### src/rtl/pid_pkg.sv
// Shared defaults, channel indices and FSM state type for the PID error calculator.
package pid_pkg;

   localparam int DEF_W   = 24;
   localparam int DEF_NCH = 3;
   localparam int DEF_I_W = 32;

   localparam int CH_PITCH = 0;
   localparam int CH_ROLL  = 1;
   localparam int CH_YAW   = 2;

   typedef enum logic [1:0] {
      IDLE = 2'd0,
      RUN  = 2'd1,
      DONE = 2'd2
   } pid_state_e;

endpackage

### src/rtl/pid_sat.sv
// Signed saturator: narrows an IN_W two's-complement value to OUT_W bits,
// clipping to [MIN_VAL, MAX_VAL] (full OUT_W range unless overridden).
module pid_sat #(
   parameter int     IN_W    = 25,
   parameter int     OUT_W   = 24,
   parameter longint MAX_VAL = (64'sd1 <<< (OUT_W - 1)) - 64'sd1,
   parameter longint MIN_VAL = -(64'sd1 <<< (OUT_W - 1))
) (
   input  logic [IN_W-1:0]  din,
   output logic [OUT_W-1:0] dout
);

   localparam logic signed [IN_W-1:0] MAX_IN = IN_W'(MAX_VAL);
   localparam logic signed [IN_W-1:0] MIN_IN = IN_W'(MIN_VAL);

   // Clip against the limits; in-range values pass through truncated
   always_comb begin
      dout = din[OUT_W-1:0];
      if ($signed(din) > MAX_IN) begin
         dout = MAX_IN[OUT_W-1:0];
      end else if ($signed(din) < MIN_IN) begin
         dout = MIN_IN[OUT_W-1:0];
      end else begin
         dout = din[OUT_W-1:0];
      end
   end

endmodule

### src/rtl/pid_error_calc.sv
// Time-multiplexed P/I/D error calculator: one shared signed datapath walks
// NCH channels, one per clock, after each accepted start.
module pid_error_calc
   import pid_pkg::*;
#(
   parameter int     W     = DEF_W,
   parameter int     NCH   = DEF_NCH,
   parameter int     I_W   = DEF_I_W,
   parameter longint I_LIM = (64'sd1 <<< 30) - 64'sd1
) (
   input  logic               clk,
   input  logic               rst_n,
   input  logic               start,
   input  logic               freeze_i,
   input  logic               clear_i,
   input  logic [NCH*W-1:0]   tgt_flat,
   input  logic [NCH*W-1:0]   cur_flat,
   output logic               busy,
   output logic               done,
   output logic [NCH*W-1:0]   err_flat,
   output logic [NCH*I_W-1:0] i_err_flat,
   output logic [NCH*W-1:0]   d_err_flat,
   output logic [NCH-1:0]     i_sat
);

   localparam int              CH_W    = (NCH > 1) ? $clog2(NCH) : 1;
   localparam logic [CH_W-1:0] CH_LAST = CH_W'(NCH - 1);

   pid_state_e      state_r, state_nx_s;
   logic [CH_W-1:0] ch_r;
   logic            busy_r, done_r;

   logic [W-1:0]    tgt_snap_r [NCH];
   logic [W-1:0]    cur_snap_r [NCH];
   logic [W-1:0]    err_r      [NCH];
   logic [W-1:0]    d_r        [NCH];
   logic [W-1:0]    e_prev_r   [NCH];
   logic [I_W-1:0]  i_r        [NCH];
   logic [NCH-1:0]  i_sat_r, first_r;

   logic [W-1:0]    tgt_s, cur_s, e_s, e_prev_s, d_raw_s, d_s;
   logic [W:0]      e_diff_s, d_diff_s;
   logic [I_W-1:0]  i_cur_s, i_next_s;
   logic [I_W:0]    i_sum_s;
   logic            i_clamp_s;

   // Operand select for the active channel; derivative forced to zero on a first sample
   always_comb begin
      tgt_s    = tgt_snap_r[ch_r];
      cur_s    = cur_snap_r[ch_r];
      e_prev_s = e_prev_r[ch_r];
      i_cur_s  = i_r[ch_r];
      if (first_r[ch_r]) begin
         d_s = {W{1'b0}};
      end else begin
         d_s = d_raw_s;
      end
   end

   assign e_diff_s  = {tgt_s[W-1], tgt_s} - {cur_s[W-1], cur_s};
   assign d_diff_s  = {e_s[W-1], e_s} - {e_prev_s[W-1], e_prev_s};
   assign i_sum_s   = {i_cur_s[I_W-1], i_cur_s} + {{(I_W + 1 - W){e_s[W-1]}}, e_s};
   assign i_clamp_s = (i_sum_s != {i_next_s[I_W-1], i_next_s});

   pid_sat #(.IN_W(W + 1), .OUT_W(W)) u_sat_e (.din(e_diff_s), .dout(e_s));
   pid_sat #(.IN_W(W + 1), .OUT_W(W)) u_sat_d (.din(d_diff_s), .dout(d_raw_s));
   pid_sat #(
      .IN_W(I_W + 1), .OUT_W(I_W), .MAX_VAL(I_LIM), .MIN_VAL(-I_LIM)
   ) u_sat_i (.din(i_sum_s), .dout(i_next_s));

   // Next-state logic
   always_comb begin
      state_nx_s = state_r;
      case (state_r)
         IDLE: begin
            if (start) begin
               state_nx_s = RUN;
            end else begin
               state_nx_s = IDLE;
            end
         end
         RUN: begin
            if (ch_r == CH_LAST) begin
               state_nx_s = DONE;
            end else begin
               state_nx_s = RUN;
            end
         end
         DONE:    state_nx_s = IDLE;
         default: state_nx_s = IDLE;
      endcase
   end

   // State, channel counter and handshake registers
   always_ff @(posedge clk or negedge rst_n) begin
      if (!rst_n) begin
         state_r <= IDLE;
         ch_r    <= {CH_W{1'b0}};
         busy_r  <= 1'b0;
         done_r  <= 1'b0;
      end else begin
         state_r <= state_nx_s;
         busy_r  <= (state_nx_s != IDLE);
         done_r  <= (state_r == DONE);
         if (state_r == RUN) begin
            ch_r <= ch_r + CH_W'(1'b1);
         end else begin
            ch_r <= {CH_W{1'b0}};
         end
      end
   end

   // Snapshot, per-channel results and history; clear is applied last so it wins
   always_ff @(posedge clk or negedge rst_n) begin
      if (!rst_n) begin
         for (int c = 0; c < NCH; c++) begin
            tgt_snap_r[c] <= {W{1'b0}};
            cur_snap_r[c] <= {W{1'b0}};
            err_r[c]      <= {W{1'b0}};
            d_r[c]        <= {W{1'b0}};
            e_prev_r[c]   <= {W{1'b0}};
            i_r[c]        <= {I_W{1'b0}};
         end
         i_sat_r <= {NCH{1'b0}};
         first_r <= {NCH{1'b1}};
      end else begin
         if ((state_r == IDLE) && start) begin
            for (int c = 0; c < NCH; c++) begin
               tgt_snap_r[c] <= tgt_flat[c*W +: W];
               cur_snap_r[c] <= cur_flat[c*W +: W];
            end
         end
         if (state_r == RUN) begin
            err_r[ch_r]    <= e_s;
            d_r[ch_r]      <= d_s;
            e_prev_r[ch_r] <= e_s;
            first_r[ch_r]  <= 1'b0;
            if (!freeze_i) begin
               i_r[ch_r]     <= i_next_s;
               i_sat_r[ch_r] <= i_clamp_s;
            end
         end
         if (clear_i) begin
            for (int c = 0; c < NCH; c++) begin
               i_r[c]      <= {I_W{1'b0}};
               e_prev_r[c] <= {W{1'b0}};
            end
            i_sat_r <= {NCH{1'b0}};
            first_r <= {NCH{1'b1}};
         end
      end
   end

   assign busy  = busy_r;
   assign done  = done_r;
   assign i_sat = i_sat_r;

   for (genvar g = 0; g < NCH; g++) begin : g_out
      assign err_flat[g*W +: W]     = err_r[g];
      assign d_err_flat[g*W +: W]   = d_r[g];
      assign i_err_flat[g*I_W +: I_W] = i_r[g];
   end

endmodule

### config.mk
export PLATFORM = sky130hd
export DESIGN_NAME = pid_error_calc
export DESIGN_NICKNAME = d
export VERILOG_FILES = /design/src/rtl/pid_pkg.sv /design/src/rtl/pid_sat.sv /design/src/rtl/pid_error_calc.sv
export SDC_FILE = /design/constraint.sdc
export NUM_CORES = 1
export LEC_CHECK = 0
export CAP_MARGIN = 10
export CORE_UTILIZATION = 49
export DETAILED_ROUTE_END_ITERATION = 7
export GPL_TIMING_DRIVEN = 1
export PLACE_DENSITY = 0.89
export SLEW_MARGIN = 30
export SYNTH_ARGS = -nofsm -noshare
export SYNTH_HDL_FRONTEND = slang
export SYNTH_HIERARCHICAL = 1
export SYNTH_SLANG_ARGS = --single-unit
export TNS_END_PERCENT = 50
### constraint.sdc
create_clock -name clk -period 10.1 [get_ports clk]
set_clock_uncertainty 0.05 [all_clocks]
set_input_delay 1.01 -clock clk [delete_from_list [all_inputs] [get_ports clk]]
set_output_delay 1.01 -clock clk [all_outputs]
set_load 0.1 [all_outputs]
==> results of run 1 <==
==> registers in the layout, summed over array words and instances, names as in the netlist <==
name,count
d_err_flat,72
i_sat,3
state_r,2
busy,1
e_prev_r,72
cur_snap_r,72
ch_r,2
tgt_snap_r,72
first_r,3
done,1
err_flat,72
i_err_flat,96
==> Yosys cell counts, types with 9 or more instances <==
cell type and n:
o21ai_1 17, nand3_1 24, inv_1 37, nor2b_1 14, a31oi_1 9, maj3_2 40
o211ai_1 11, clkbuf_1 117, nand4_1 12, a21oi_1 179, nand2_1 552, mux2_2 144
and2_1 16, o21bai_1 9, nor3_1 21, a21o_1 25, mux2i_1 108, o21ai_0 169
buf_6 10, o21a_1 18, dfrtp_1 465, nor2_1 133, a22o_1 84, nor4_1 10
ha_1 83, xnor2_1 61, xor2_1 26, buf_1 19
==> through the flow <==
stage / TNS [ps] / utilization (%) / hold slack (ps)
6_report: 0 / 62.6 / 352
3_3_place_gp: 0 / 58.8 / 408
2_1_floorplan: 0 / - / 409
5_1_grt: -257 / 62.6 / 376
3_5_place_dp: 0 / 58.7 / 413
4_1_cts: 0 / 62.1 / 341
==> repair_timing <==
item,CTS,global route
buffers inserted,0,10
setup endpoints to repair,0,3
gates resized for setup,0,30
==> cell type report <==
| cell class | count | area (um^2) |
|---|---|---|
| fill | 3948 | 18700 |
| timing repair buffer | 458 | 4440 |
| tap | 672 | 841 |
| antenna | 1 | 2.50 |
| clock inverter | 18 | 278 |
| inverter | 40 | 164 |
| clock buffer | 71 | 1420 |
| multi-input combinational | 1889 | 12500 |
| sequential | 468 | 11700 |
==> worst min path at each step <==
stage / endpoint / slack [ps] / startpoint / cells past startpoint
after floorplan: done$_DFF_PN0_ / 410 / state_r[0]$_DFF_PN0_ / 1
after global placement: err_flat[5]$_DFFE_PN0P_ / 410 / err_flat[5]$_DFFE_PN0P_ / 2
after detailed placement: err_flat[37]$_DFFE_PN0P_ / 410 / err_flat[37]$_DFFE_PN0P_ / 2
after CTS: d_err_flat[16]$_DFFE_PN0P_ / 340 / rst_n / 1
after global routing: d_err_flat[16]$_DFFE_PN0P_ / 380 / rst_n / 1
final: d_err_flat[16]$_DFFE_PN0P_ / 350 / rst_n / 1
==> logic make-up (layout without fill, tap and decap cells) <==
| logic type | count (synthesis) | after routing | synth area share, % |
|---|---|---|---|
| buf+inv | 193 | 587 | 3.28 |
| fa+ha+maj | 132 | 132 | 6.48 |
| flops | 468 | 468 | 47.2 |
| mux | 252 | 252 | 10.9 |
| xor+xnor | 90 | 90 | 3.35 |
| compound gates | 590 | 590 | 15.0 |
| other cells | 0 | 1 | 0 |
| simple gates | 825 | 825 | 13.8 |
==> routing by layer <==
metal,wire (um),part of all wire (%),up-vias
li1,-,-,9628
met5,0,0,-
met2,38200,48,1043
met4,3080,3.9,0
met1,31500,40,10595
met3,6340,8.0,196
==> worst max-delay path, delay by kind of cell, from the launching register on <==
family / cells / cell delay, ps
xor gates and xnor gates: 2 / 490
AOI/OAI and AO/OA: 17 / 3520
and+or+nand+nor: 15 / 2880
adders and majority gates: 3 / 1110
muxes: 1 / 190
DFF: 1 / 520
buffers and inverters: 3 / 680
==> layout by cell type (no fill, tap or decap), types with 7 or more instances in the layout <==
master | netlist | final
nand2_1 | 552 | 549
dfrtp_1 | 465 | 463
clkdlybuf4s50_1 | 0 | 375
a21oi_1 | 179 | 176
o21ai_0 | 169 | 167
mux2_2 | 144 | 144
nor2_1 | 133 | 129
mux2i_1 | 108 | 108
a22o_1 | 84 | 84
ha_1 | 83 | 82
xnor2_1 | 61 | 58
buf_4 | 2 | 54
clkbuf_16 | 0 | 48
maj3_2 | 40 | 37
inv_1 | 37 | 35
a21o_1 | 25 | 25
xor2_1 | 26 | 25
nand3_1 | 24 | 24
o21ai_1 | 17 | 19
o21a_1 | 18 | 18
nor3_1 | 21 | 18
and2_1 | 16 | 16
buf_2 | 5 | 16
nor2b_1 | 14 | 14
clkbuf_8 | 0 | 13
nand4_1 | 12 | 12
o211ai_1 | 11 | 11
clkbuf_1 | 117 | 10
a31oi_1 | 9 | 9
o21bai_1 | 9 | 8
nor4_1 | 10 | 8
clkinv_2 | 0 | 8
buf_6 | 10 | 8
nand2b_1 | 7 | 7
and3_1 | 7 | 7
==> key figures, run 1 <==
Status
  • Status: completed

Finish
  • Synth-to-layout area growth: 26.3%
  • Nets: between 3000 and 4000
  • Final Instance Count excl. Fillers: between 3000 and 4000
  • Post-route cell area: ~31000 um^2
  • Share of cells above drive strength 1: between 10% and 20%

STA
  • Final WS setup: between 400 and 500 ps
  • Final setup violating endpoints: 0
  • Final hold vios: 0
  • Achievable frequency: 104 MHz
  • Fin crit share: a little over nine tenths
  • Post-layout min period: a little under 10000 ps
  • Slew Viols, Final: 0
  • Max_slew headroom: a little under a third
  • Worst Max-Slew Pin Slew: ~1000 ps

Setup path
  • CP arrival: 10020 ps
  • Startpoint Class: flop
  • Setup crit start: ch_r[1]$_DFF_PN0_
  • Worst R2R End: i_sat[0]$_DFFE_PN0P_
  • CP max stage cell: dfrtp_4
  • WS Path Type: flop to flop
  • Depth of the most critical reg-to-reg path: slightly above 40
  • Worst Setup EP: i_sat[0]$_DFFE_PN0P_
  • Required time worst endpoint: about 11000 ps
  • FF-to-FF Start: ch_r[1]$_DFF_PN0_
  • Crit. End Element: flop
  • CP max FO: 27
  • Max stage delay on crit path: between 500 and 600 ps
  • Worst R2R Setup Slack: 490 ps

Synth
  • Syn Area/Cell: 9.74 um^2
  • Post-synth EDFFs: 0
  • Post-synth top area cell: dfrtp_1
  • Syn Nets: 2785
  • Synth warnings: 6
  • Sequential area share after synthesis: between 40% and 50%
  • Cell area after synthesis: between 20000 and 25000 um^2
  • Cells after Synth: between 2000 and 3000
  • FF+latch count, synth: 468
  • Largest cells by area after synthesis: dfrtp_1 47%, nand2_1 8.3%, mux2_2 6.5%, mux2i_1 4.4%, ha_1 4.2%
  • Synth cell types: between 80 and 90
  • Share of the synthesized area in the top cell type: 46.9%
  • Post-synth ARST share: 100%
  • Main synth FF type: dfrtp_1

Clock tree
  • Clk slew on worst S/H paths: 60 ps
  • Maximum clock path buffer count: 3
  • Hold bufs inserted after CTS: 0
  • CTS root buffer: clkbuf_16
  • H-tree Lvls: 2
  • Sink Count: around 470
  • Num CTS Buffers: 48
  • CTS tree: yes
  • Clock Latency Late Sink: between 600 and 700 ps

Route
  • Routed vias: roughly 21000
  • Drt wl/cell: 21.9 um
  • Via density: slightly below 6
  • DRC violations left: 0
  • Final ANT Viol Nets: 0
  • Detailed Route Iter0 Violations: 1738
  • Drt first pass iters: 5
  • Post-Route WL: between 70000 and 80000 um

Global route
  • Total Routing Usage GR: between 30 and 40%
  • First-pass GRT wire length: about 120000 um
  • Total gr overflow: 0
  • Initial antenna violation count: 1
  • Gr busiest metal: met2
  • Largest net degree at the start of global routing: 168
  • Grt met2 use: 50.7%
  • Vias in the first global route: about 21000
  • Met3 Resource Use GR: under 10%
  • Met1 Usage GRT: 39.6%

Floorplan
  • Die ar.: about 52000 um^2
  • Core area: approximately 50000 um^2
  • Die W: 227 um
  • I/O pin total: around 390
  • FP Rows: 82
  • Die H: roughly 230 um
  • Starting Density: 49.6%

Placed design
  • Placed cell area: between 20000 and 30000 um^2
  • Pre-CTS WS: roughly 190 ps
  • Port bufs: between 300 and 400
  • Cell total after placement: between 3000 and 4000
  • Gp weighted congestion: between 0.9 and 1
  • Detailed Place HPWL: ~56000 um

Worst hold path
  • HP Class: input pin to asynchronous set/reset pin

Flow run
  • Reported max-cap violation count: 0
Power of run 1 is not shown: default switching activity piles up to over one toggle a cycle in this logic, so the estimate is an artifact.
==> run 2: changes to the inputs <==
CTS_CLUSTER_DIAMETER = 30   (was not set)
==> run 2 against run 1 <==
Via count grew 2.0%. First-iteration DRC count grew 17%. Core utilization grew 3.1 points. Critical path depth is the same. Highest routed layer unchanged.
==> key figures, run 2 (synthesized netlist as in run 1, its figures left out) <==
Global route
  • Largest net degree at the start of global routing: about 170
  • Initial antenna violation count: 1
  • Total gr overflow: 0
  • First-pass GRT wire length: 126000 um
  • Vias in the first global route: ~22000
  • Total Routing Usage GR: 31.9%

STA
  • Worst Max-Slew Pin Slew: roughly 1000 ps
  • Slew Viols, Final: 0
  • Final hold vios: 0
  • Post-layout min period: approximately 9600 ps
  • Achievable frequency: between 100 and 150 MHz
  • Final setup violating endpoints: 0
  • Final WS setup: between 400 and 500 ps
  • Fin crit share: 95.4%
  • Final setup TNS: 0 ps
  • Max_slew headroom: a little under a third

Clock tree
  • Clock Latency Late Sink: about 650 ps
  • Sink Count: approximately 470
  • Hold bufs inserted after CTS: 0
  • CTS root buffer: clkbuf_16
  • Num CTS Buffers: 93
  • CTS tree: yes
  • Maximum clock path buffer count: 3
  • Clk slew on worst S/H paths: roughly 50 ps
  • H-tree Lvls: 3

Finish
  • Post-route cell area: 32900 um^2
  • Most frequent cells in the layout: 549 x nand2_1, 463 x dfrtp_1, 374 x clkdlybuf4s50_1
  • Leading cell type in the layout, fill and taps excluded: nand2_1
  • Final Instance Count excl. Fillers: about 3700
  • FF/Latch Area: ~12000 um^2
  • Nets: between 3000 and 4000
  • Synth-to-layout area growth: 32.6%
  • Share of cells above drive strength 1: between 10% and 20%
  • Multi-input logic area: approximately 13000 um^2
  • Fillcell total: 3687
  • Largest register FFs: between 90 and 100

Status
  • Status: completed

Route
  • Post-Route WL: roughly 83000 um
  • Drt wl/cell: ~22 um
  • DRC violations left: 0
  • Detailed Route Iter0 Violations: 2034
  • Via density: ~5.9
  • Final ANT Viol Nets: 0
  • Routed vias: between 20000 and 25000
  • Drt first pass iters: 6

Placed design
  • Port bufs: about 390
  • Pre-CTS WS: 187 ps
  • Cell total after placement: approximately 3500
  • Detailed Place HPWL: 56100 um
  • Gp weighted congestion: between 0.9 and 1
  • Placed cell area: 29400 um^2

Setup path
  • Crit. End Element: flop
  • WS Path Type: flop to flop
  • CP max stage cell: or4_4
  • Max stage delay on crit path: about 500 ps
  • Required time worst endpoint: roughly 11000 ps
  • CP max FO: 20
  • Startpoint Class: flop
  • CP arrival: 10090 ps
  • Most frequent CP cell: buf_4
  • Depth of the most critical reg-to-reg path: 41

Worst hold path
  • HP Class: input pin to asynchronous set/reset pin

Floorplan
  • FP Rows: 82
  • Starting Density: around half
  • Die ar.: roughly 52000 um^2
  • Die H: approximately 230 um
  • I/O pin total: a little under 400
  • Core area: 50100 um^2
  • Die W: 227 um

Flow run
  • Reported max-cap violation count: 0
run 2: cell types whose count changed in the layout (fill, tap and decap cells not counted), moves of 3 or more:
cell / change
clkbuf_16: +46
clkinv_4: +13
inv_6: +7
clkbuf_8: -6
clkinv_2: +6
clkinvlp_4: +6
bufinv_16: +5
clkbuf_1: -3
clkinv_8: +3
run 2: worst max-delay path, delay by kind of cell, from the launching register on:
| kind | cells | cell delay (ps) |
|---|---|---|
| xor+xnor | 1 | 210 |
| buf+inv | 5 | 1040 |
| mux | 1 | 270 |
| fa+ha+maj | 3 | 1110 |
| simple gates | 16 | 3180 |
| compound gates | 15 | 3130 |
| flops | 1 | 480 |
run 2: cell type report:
class,count,share of cell area (%)
multi-input cells,1889,38.0
repair buffers,455,13.4
inverters,40,0.479
flip-flops and latches,468,35.6
clock inverters,63,2.42
clock buffers,108,7.51
diodes,2,0.0152
well taps,672,2.55
run 2: routing by layer:
metal / part of all wire, % / vias to the layer above / GRT usage, %
met2: 48 / 1164 / 51.8
met3: 8.6 / 256 / 7.40
li1: - / 9755 / -
met5: 0 / - / 0
met1: 39 / 10726 / 39.9
met4: 4.6 / 0 / 16.3
run 2: worst paths after layout:
path,slack (ps),start,to
max,470,ch_r[1]$_DFF_PN0_,i_sat[0]$_DFFE_PN0P_
min,310,rst_n,d_err_flat[39]$_DFFE_PN0P_
max reg2reg,470,ch_r[1]$_DFF_PN0_,i_sat[0]$_DFFE_PN0P_
min reg2reg,420,err_flat[24]$_DFFE_PN0P_,err_flat[24]$_DFFE_PN0P_
max in group asynchronous,7850,rst_n,i_err_flat[70]$_DFFE_PN0P_
min in group clk,420,err_flat[24]$_DFFE_PN0P_,err_flat[24]$_DFFE_PN0P_
run 2: what timing repair did:
action,in CTS,in global routing
resized for setup,0,32
setup endpoints to repair,0,3
buffers inserted,0,6
run 2: metrics by stage:
stage	hold WS (ps)	utilization, %
6_report	313	65.8
2_1_floorplan	409	-
3_3_place_gp	408	58.8
5_1_grt	358	65.8
3_5_place_dp	413	58.7
4_1_cts	306	65.3
Power of run 2 is left out for the same reason.
==> variant 1 (settings of run 2) <==
Encoding of `pid_state_e`: now one-hot (3 bits for 3 states).
--- a/src/rtl/pid_pkg.sv
+++ b/src/rtl/pid_pkg.sv
@@ -11,6 +11,6 @@
 
-   typedef enum logic [1:0] {
-      IDLE = 2'd0,
-      RUN  = 2'd1,
-      DONE = 2'd2
+   typedef enum logic [2:0] {
+      IDLE = 3'b001,
+      RUN  = 3'b010,
+      DONE = 3'b100
    } pid_state_e;
Formal check against the unedited RTL: no difference found for any inputs over 4 cycles, from zero or initial values and one cycle with rst_n low; so few cycles prove little.
==> variant 1 against run 2 <==
  * First-iteration DRC count grew 6.1%
  * Wire length grew 1.6%
  * Critical path depth shrank 3
  * Setup slack lost 0.19 ns
  * Non-clock buffer count grew 15
  * Worst hold slack gained 0.012 ns
  * Sequential cell count grew 1
  * Count of clock-buffer cells in the layout grew 6
  * Final area grew 2.1%
  * Synthesized area grew 1.7%
  * Critical endpoint unchanged
  * Largest cell class unchanged
Power is left out: the tool's default activity adds up to more than one toggle a clock period on the data nets, which glitch-free logic cannot reach.
==> variant 1: results (changes against run 2) <==
[cells_and_area]
fin_area_sq_mm=0.0336  ; +2.1%
finish.net_count=3255  ; +2.3%
fill_cells=3777  ; +2.4%
drive_above_1_share=0.166  ; +0.00568

[route]
via_per_inst=5.95  ; +0.36%
routed-wl-met3_um=6690  ; -6.3%
dr.pass1.iters=7  ; +1
wl_met1_um=33900  ; +4.9%
wl_met2_um=39700  ; +0.28%
drt_iter0_markers=2158  ; +6.1%
routed.top_layer=met5

[yosys]
synth_fa_ha_area_frac=0.0637  ; -0.00111
ys_seq_area_frac=0.465  ; -0.00704
yosysUniqueCellTypes=81  ; -4.7%
async_flop_share=1.00  ; unchanged
synth_compound_area_frac=0.153  ; +0.00228
synth_xor_area_frac=0.0344  ; +0.000962
synthTopCellsByCount=559 x nand2_1, 465 x dfrtp_1, 190 x a21oi_1
synth.mux.area_fraction=0.107  ; -0.00226
synthesis.nets=2851  ; +2.4%

[place]
place.gp.congestion=1.04  ; +5.4%
hpwlAfterDp_um=58600  ; +4.4%

[grt]
grtUsageTotal=0.318  ; -0.00129
met3_usage=0.0542  ; -0.0198
grt_max_degree=161  ; -4.2%
gr-usage-met2=0.512  ; -0.00626
antenna_found_initial=2  ; +1
grt_pass1_wl_um=130000  ; +3.5%

[worst_setup_path]
path_max_fanout=13  ; -35%
rrSetupSlack_ns=0.28  ; -0.19 ns
critPathArrivalTime_ns=10.27  ; +0.18 ns
max_stage_delay_ns=0.54  ; +0.04 ns
slowest_stage=or4_1
worstRegToRegCells=38  ; -7.3%

[status]
status=finished, final reports clean

[job]
cap_violations=0  ; unchanged

[clock_network]
cts_root_buf=clkbuf_16
cts_made_buffers=94  ; +1.1%

variant 1: cell type report:
| cell class | instances | share of cell area |
|---|---|---|
| clock buffers | 114 | 0.0767 |
| multi-input cells | 1936 | 0.383 |
| repair buffers | 470 | 0.133 |
| inverters | 48 | 0.00536 |
| diodes | 1 | 0.0000744 |
| clock inverters | 62 | 0.0270 |
| repair inverters | 1 | 0.000223 |
| flip-flops and latches | 469 | 0.350 |
| well taps | 672 | 0.0250 |
variant 1: through the flow:
step | setup WS [ns] | hold slack (ns) | TNS, ns | instances
floorplan | 0.370 | 0.387 | 0 | 2616
global placement | -0.0323 | 0.409 | -0.0335 | 3581
detailed placement | -0.204 | 0.414 | -0.590 | 3581
CTS | 0.0282 | 0.330 | 0 | 3761
global route | -0.0677 | 0.371 | -0.185 | 3773
finish | 0.282 | 0.326 | 0 | 3773
variant 1: what timing repair did:
item	CTS	global route
hold endpoints to repair	0	0
setup endpoints to repair	3	3
pin swaps	0	7
hold buffers	0	0
gates resized for setup	9	29
setup buffers	4	10
cloned	0	1
==> variant 2 (settings of run 2) <==
Without the edit above. Change the package constant `DEF_NCH` from 3 to 5.
--- a/src/rtl/pid_pkg.sv
+++ b/src/rtl/pid_pkg.sv
@@ -4,3 +4,3 @@
    localparam int DEF_W   = 24;
-   localparam int DEF_NCH = 3;
+   localparam int DEF_NCH = 5;
    localparam int DEF_I_W = 32;
Ports: changed (6 resized); port bits go from 394 to 652. The function was not compared with the original's and may differ.
==> variant 2 against run 2 <==
  * The run now ends with setup timing left
  * Setup slack worse by 0.66 ns
  * Wire length is 75% higher
  * Final area is 62% higher
  * Via count is 57% higher
  * Global-route usage is 4.6 points higher
  * Sequential cell count is 309 higher
  * Synthesized area is 53% higher
Power is left out: the tool's default activity adds up to more than one toggle a clock period on the data nets, which glitch-free logic cannot reach.
==> variant 2: results (changes against run 2) <==
[grt]
met3_usage=0.0843  ; +0.0103
met1_usage=0.426  ; +0.0271
grtUsageTotal=0.365  ; +0.0458
grt_max_degree=184  ; +9.5%
antenna_found_initial=20  ; +19

[cells_and_area]
largest_register_ffs=160  ; +67%
seq_area_sq_mm=0.0195  ; +66%
finish.net_count=4775  ; +50%
fill_cells=4965  ; +35%

[route]
drt_iter0_markers=3749  ; +84%
routedWlPerCell_um=25.8  ; +15%
wl_met1_um=50600  ; +56%
dr_total_vias=34300  ; +57%
routed-wl-met3_um=13100  ; +84%

[sta]
max-slew-margin-rel=0.287  ; -0.0154
layout_setup_ws_ns=-0.189  ; -0.658 ns
finalSetupViolCount=5  ; +5

[yosys]
synthesis.nets=3886  ; +40%
synth.area.top_cells=dfrtp_1 51%, nand2_1 7.8%, mux2_2 7.2%
synth_xor_area_frac=0.0240  ; -0.00947
synth_compound_area_frac=0.132  ; -0.0186
synth_top_family_by_area=multiplexers

[clock_network]
clk_latency_ns=0.75  ; +0.10 ns
h-tree-depth=4  ; +1

[worst_setup_path]
path_max_fanout=8  ; -60%
max_stage_delay_ns=0.54  ; +0.04 ns
critPathArrivalTime_ns=10.81  ; +0.72 ns
slowest_stage=dfrtp_4

[status]
failed_checks=setup timing
status=finished with violations

[place]
numPortBuffers=651  ; +66%

## variant 2: changes by cell type after synthesis, sizes merged, moves of 63 or more
cell,delta
dfrtp,+307
nand2,+243
mux4,+101
mux2,+100
mux2i,-100
a22o,+77
clkbuf,+69
inv,+63
## variant 2: worst paths after layout
kind                                         endpoint  slack [ns]  cells past startpoint
setup reg to reg                 i_sat[1]$_DFFE_PN0P_       -0.19                     45
hold / removal                err_flat[7]$_DFFE_PN0P_        0.20                      1
min in group clk             err_flat[36]$_DFFE_PN0P_        0.42                      2
setup / recovery                 i_sat[1]$_DFFE_PN0P_       -0.19                     45
hold reg to reg              err_flat[36]$_DFFE_PN0P_        0.42                      2
max in group asynchronous  d_err_flat[40]$_DFFE_PN0P_        7.57                      4
## variant 2: layout make-up
class                      count  area share
timing repair buffer         975       0.169
tap                         1030      0.0241
multi-input combinational   2440       0.336
antenna                       18    0.000842
clock inverter               104      0.0243
sequential                   777       0.364
clock buffer                 175      0.0745
inverter                     102     0.00720
## variant 2: logic make-up (layout without fill, tap and decap cells)
| family | count (synthesis) | in the layout |
|---|---|---|
| compound gates | 769 | 769 |
| xor+xnor | 90 | 90 |
| fa+ha+maj | 131 | 131 |
| buf+inv | 339 | 1356 |
| flops | 777 | 777 |
| mux | 353 | 353 |
| other cells | 0 | 18 |
| simple gates | 1097 | 1097 |
## variant 2: timing repair
item | 4_1_cts | 5_1_grt
setup endpoints to repair | 5 | 5
setup buffers | 19 | 38
pin swaps | 22 | 60
gates cloned | 0 | 2
gates resized for setup | 37 | 94
## variant 2: through the flow
stage | instances | TNS, ns | hold slack [ns]
floorplan | 3556 | 0 | 0.410
global placement | 5264 | -1.08 | 0.408
CTS | 5562 | 0 | 0.202
detailed placement | 5264 | -3.18 | 0.408
finish | 5621 | -0.636 | 0.199
global route | 5621 | -2.38 | 0.248
